File: config.mk
export PLATFORM = sky130hd
export DESIGN_NAME = dmem_mmio
export DESIGN_NICKNAME = d
export VERILOG_FILES = /design/src/rtl/dmem_mmio.sv
export SDC_FILE = /design/constraint.sdc
export NUM_CORES = 2
export LEC_CHECK = 0
export CORE_MARGIN = 8
export CORE_UTILIZATION = 60
export DETAILED_ROUTE_END_ITERATION = 8
export PLACE_DENSITY = 0.84
export SLEW_MARGIN = 15
export SYNTH_ARGS = -nofsm -noshare
export SYNTH_HDL_FRONTEND = slang
export SYNTH_SLANG_ARGS = --single-unit
File: constraint.sdc
create_clock -name clk -period 13.4 [get_ports clk]
set_clock_uncertainty 0.05 [all_clocks]
set_input_delay 2.68 -clock clk [delete_from_list [all_inputs] [get_ports clk]]
set_output_delay 2.68 -clock clk [all_outputs]
set_load 0.005 [all_outputs]
File: src/rtl/dmem_mmio.sv
// dmem_mmio: data memory with word RAM, output FIFO and timer/compare interrupt behind an MMIO block
// Ports: clk, reset (sync, active-high); memwrite/addr/wdata store side and rdata combinational load;
//        out_data/out_valid/out_ready FIFO drain; timer_irq sticky compare interrupt.
// Build option: define MMIO_TIMER_EN to include the timer (TIMER_CNT, TIMER_CMP, IRQ_STAT, timer_irq).
module dmem_mmio #(
  parameter int RAM_WORDS = 64,
  parameter int FIFO_DEPTH = 8,
  parameter logic [31:0] MMIO_BASE = 32'hFFFF_0000
) (
  input  logic        clk,
  input  logic        reset,
  input  logic        memwrite,
  input  logic [31:0] addr,
  input  logic [31:0] wdata,
  output logic [31:0] rdata,
  output logic [31:0] out_data,
  output logic        out_valid,
  input  logic        out_ready,
  output logic        timer_irq
);
  localparam int AW = $clog2(RAM_WORDS);
  localparam int FW = $clog2(FIFO_DEPTH);
  logic [31:0] ram [RAM_WORDS];
  logic [31:0] fifo [FIFO_DEPTH];
  logic [FW-1:0] rd_ptr, wr_ptr;
  logic [FW:0] count;
  logic overflow, is_ram, is_mmio, wr_mmio, full, pop, push_req, push, ovf_set;
  logic [5:0] reg_sel;
  logic [31:0] cnt, cmp, stat;
  logic unused;
  assign is_ram = addr[31:AW+2] == '0;
  assign is_mmio = addr[31:8] == MMIO_BASE[31:8];
  assign reg_sel = addr[7:2];
  assign wr_mmio = memwrite && is_mmio && !is_ram;
  assign full = count == (FW+1)'(FIFO_DEPTH);
  assign pop = out_valid && out_ready;
  assign push_req = wr_mmio && reg_sel == 6'h00;
  // a pop in the same cycle frees the slot the push lands in, so a full FIFO still accepts
  assign push = push_req && (!full || pop);
  assign ovf_set = push_req && full && !pop;
  assign out_valid = count != '0;
  assign out_data = fifo[rd_ptr];
  assign stat = {16'b0, 8'(count), 5'b0, overflow, full, !out_valid};
  assign rdata = is_ram ? ram[addr[AW+1:2]] :
                 !is_mmio ? '0 :
                 reg_sel == 6'h01 ? stat :
                 reg_sel == 6'h02 ? cnt :
                 reg_sel == 6'h03 ? cmp :
                 reg_sel == 6'h04 ? {31'b0, timer_irq} : '0;
  assign unused = ^addr[1:0];
  always_ff @(posedge clk)
    if (memwrite && is_ram) ram[addr[AW+1:2]] <= wdata;
  always_ff @(posedge clk)
    if (push) fifo[wr_ptr] <= wdata;
  always_ff @(posedge clk) begin
    if (reset) begin
      rd_ptr <= '0;
      wr_ptr <= '0;
      count <= '0;
      overflow <= 1'b0;
    end else begin
      if (pop) rd_ptr <= rd_ptr + FW'(1);
      if (push) wr_ptr <= wr_ptr + FW'(1);
      count <= count + (FW+1)'(push) - (FW+1)'(pop);
      overflow <= ovf_set || (overflow && !(wr_mmio && reg_sel == 6'h01 && wdata[2]));
    end
  end
`ifdef MMIO_TIMER_EN
  logic irq;
  always_ff @(posedge clk) begin
    if (reset) begin
      cnt <= '0;
      cmp <= '1;
      irq <= 1'b0;
    end else begin
      cnt <= (wr_mmio && reg_sel == 6'h02) ? wdata : cnt + 32'd1;
      if (wr_mmio && reg_sel == 6'h03) cmp <= wdata;
      // match on the pre-edge count; a set beats a same-cycle clear
      irq <= (cnt == cmp) || (irq && !(wr_mmio && reg_sel == 6'h04 && wdata[0]));
    end
  end
  assign timer_irq = irq;
`else
  assign cnt = '0;
  assign cmp = '0;
  assign timer_irq = 1'b0;
`endif
endmodule

==> flow_metrics.py <==
metrics = {
    "floorplanning": {
        "die_area_mm2": 0.1616,
        "coreArea_mm2": 0.1478,
        "die_x_um": 402.0,
        "ios": 134,
        "die_y_um": 402.0,
        "initial_utilization": 0.6046,
        "row_count": 141,
    },
    "synth": {
        "synth_area_leaders": "edfxtp_1 77%, mux4_2 12%, mux2i_1 2.5%",
        "syn-num-nets": 4233,
        "avgSynthCellArea_um2": 21.51,
        "synth_cell_types": 67,
        "synth_common_cells": "2304 x edfxtp_1, 485 x mux4_2, 227 x mux2i_1, 152 x nand2_1, 98 x a22oi_1",
        "yosysMostFrequentCell": "edfxtp_1",
        "synth-edff-count": 2304,
        "synthFlopType": "edfxtp_1",
        "ys_ff_latch": 2318,
        "ys_seq_area_frac": 0.7772,
        "yosys_warnings": 0,
        "synth_top_cell_area_share": 0.7741,
        "synth_top_cell_by_area": "edfxtp_1",
        "async_reset_ff_frac": 0,
        "syn_inst": 4156,
        "netlist_area_mm2": 0.08938,
    },
    "critical_path": {
        "start_kind": "input pin",
        "cp.arrival_ns": 7.60,
        "path_class": "in2out",
        "required_ns": 10.67,
        "crit_fanout": 99,
        "endpoint_kind": "output port",
    },
    "clock_tree": {
        "cts_buffers": 214,
        "hold_buffers": 0,
        "clk_pin_slew_ns": 0.07,
        "htree_levels": 4,
        "cts_buffer_depth": 3,
        "clk_latency_ns": 0.85,
        "clock-sinks": 2318,
        "cts_setup_buffers": 0,
        "cts_root_buffer": "clkbuf_16",
        "cts_tree": "yes",
        "ctsResizeCount": 0,
    },
    "placed_design": {
        "numPortBuffers": 130,
        "place_hpwl_um": 123000,
        "place.gp.congestion": 0.8548,
    },
    "detailed_routing": {
        "first_pass_iters": 7,
        "drc": 0,
        "viasPerCell": 7.316,
        "wl_per_cell_um": 37.41,
        "antenna_left": 0,
        "drt_iter0_drc": 7843,
        "num_vias": 47750,
        "wirelength_um": 244200,
    },
    "global_route": {
        "grt_start_max_net_pins": 139,
        "grt.overflow.total": 0,
        "grt_pass1_wl_um": 343600,
        "first_global_vias": 47920,
        "grt_usage": 0.2963,
        "antenna_found_initial": 16,
    },
    "sta": {
        "slew_headroom": 0.1208,
        "setup_viol": 0,
        "min_period_ns": 10.33,
        "tightest_slew_ns": 1.314,
        "rsz0062_at_grt": "no",
        "hold_viol": 0,
        "slew_viol_final": 0,
        "fmax_ghz": 0.09680,
        "post-route-period-util": 0.7710,
        "fin_setup_tns_ns": 0,
    },
    "power_and_ir_drop": {
        "pwr_density_cell_mw_per_mm2": 151.2,
        "vdd_drop_max_mv": 0.1372,
        "power_mw": 15.17,
        "p_leak_nw": 31.51,
    },
    "final_layout": {
        "multiInputGateArea_mm2": 0.01912,
        "regArea_mm2": 0.06947,
        "drive_above_1_share": 0.2463,
        "area_growth_pct": 12.31,
        "final.fill_count": 8370,
        "fin_nets": 4489,
    },
    "job": {
        "maxCapViolCount": 0,
    },
    "outcome": {
        "status": "completed",
    },
    "hold_path": {
        "min_path_type": "reg2reg",
    },
}
[cells in the final DEF (no fill, tap or decap), types with 32 or more instances in the layout]
| cell | count |
|---|---|
| a22oi_1 | 98 |
| mux2_2 | 53 |
| clkbuf_16 | 219 |
| clkinv_1 | 39 |
| buf_4 | 142 |
| clkdlybuf4s50_1 | 93 |
| nand2_1 | 152 |
| nor2_4 | 69 |
| a211oi_1 | 32 |
| a21oi_1 | 89 |
| nor2b_1 | 37 |
| buf_2 | 34 |
| edfxtp_1 | 2304 |
| mux2i_1 | 227 |
| nand3_1 | 46 |
| mux4_2 | 485 |
| clkbuf_1 | 49 |
| clkinv_2 | 37 |
| o21ai_0 | 35 |
[registers in the layout, indices dropped and copies added, names as in the netlist, named ones only]
| register | count |
|---|---|
| fifo | 256 |
| ram | 2048 |
| rd_ptr | 3 |
| overflow | 1 |
| count | 4 |
| wr_ptr | 3 |
[power by group]
group | internal [mW] | switching (mW) | leakage, nW
clock network | 3.41 | 2.72 | 3.38
logic | 0.434 | 0.604 | 7.31
registers | 7.98 | 0.0251 | 20.8
total | 11.8 | 3.35 | 31.5
[final timing paths]
path,from,endpoint,slack [ns],cells after the start
max reg2reg,count[2],fifo[6][28],10.04,8
max,addr[2],rdata[16],3.07,9
min reg2reg,rd_ptr[2],flop,0.49,2
min,rd_ptr[2],flop,0.49,2
[final cells by class]
class                   instances  area share
clock buffers                 272     0.05698
diodes                          9   0.0002244
clock inverters               120     0.01238
repair buffers                278     0.02315
multi-input cells            1583      0.1905
well taps                    1930     0.02406
inverters                      17   0.0006482
flip-flops and latches       2318      0.6921
[kinds of logic (layout without fill, tap and decap cells)]
family	count (synthesis)	in the layout	share of synthesized area
AND/OR/NAND/NOR	403	403	0.02119
other	1	10	0.00004196
buffers and inverters	255	687	0.01515
AO/OA/AOI/OAI	400	400	0.03027
multiplexers	765	765	0.1543
XOR/XNOR	5	5	0.0004899
adder cells (fa/ha/maj)	9	9	0.001344
flip-flops	2318	2318	0.7772
[metal layers]
layer	vias to the layer above	GRT usage	wire length, µm
met2	4626	0.4673	114700
li1	17910	-	-
met3	957	0.08839	34200
met1	24250	0.3775	80030
met5	-	0	68
met4	10	0.1528	15210
[through the flow]
step | utilization | std cells | setup slack [ns] | hold slack (ns) | area (µm²)
floorplan | - | 4156 | 6.389 | 0.4041 | 89380
global placement | 0.6316 | 6125 | 3.351 | 0.4116 | 93370
detailed placement | 0.6316 | 6125 | 3.252 | 0.4241 | 93370
CTS | 0.6787 | 6517 | 3.264 | 0.4706 | 100300
global route | 0.6788 | 6518 | 3.048 | 0.5008 | 100400
finish | 0.6790 | 6527 | 3.069 | 0.4868 | 100400
[worst max-delay path, stage by stage]
cell and delay (ns):
buf_8 0.39, buf_12 0.61, inv_2 0.43, buf_4 0.49, mux2i_1 0.23, mux2i_1 0.27, a221oi_1 1.10, o21ai_1 0.53
clkdlybuf4s50_1 0.58
(Power assumes the default switching activity.)
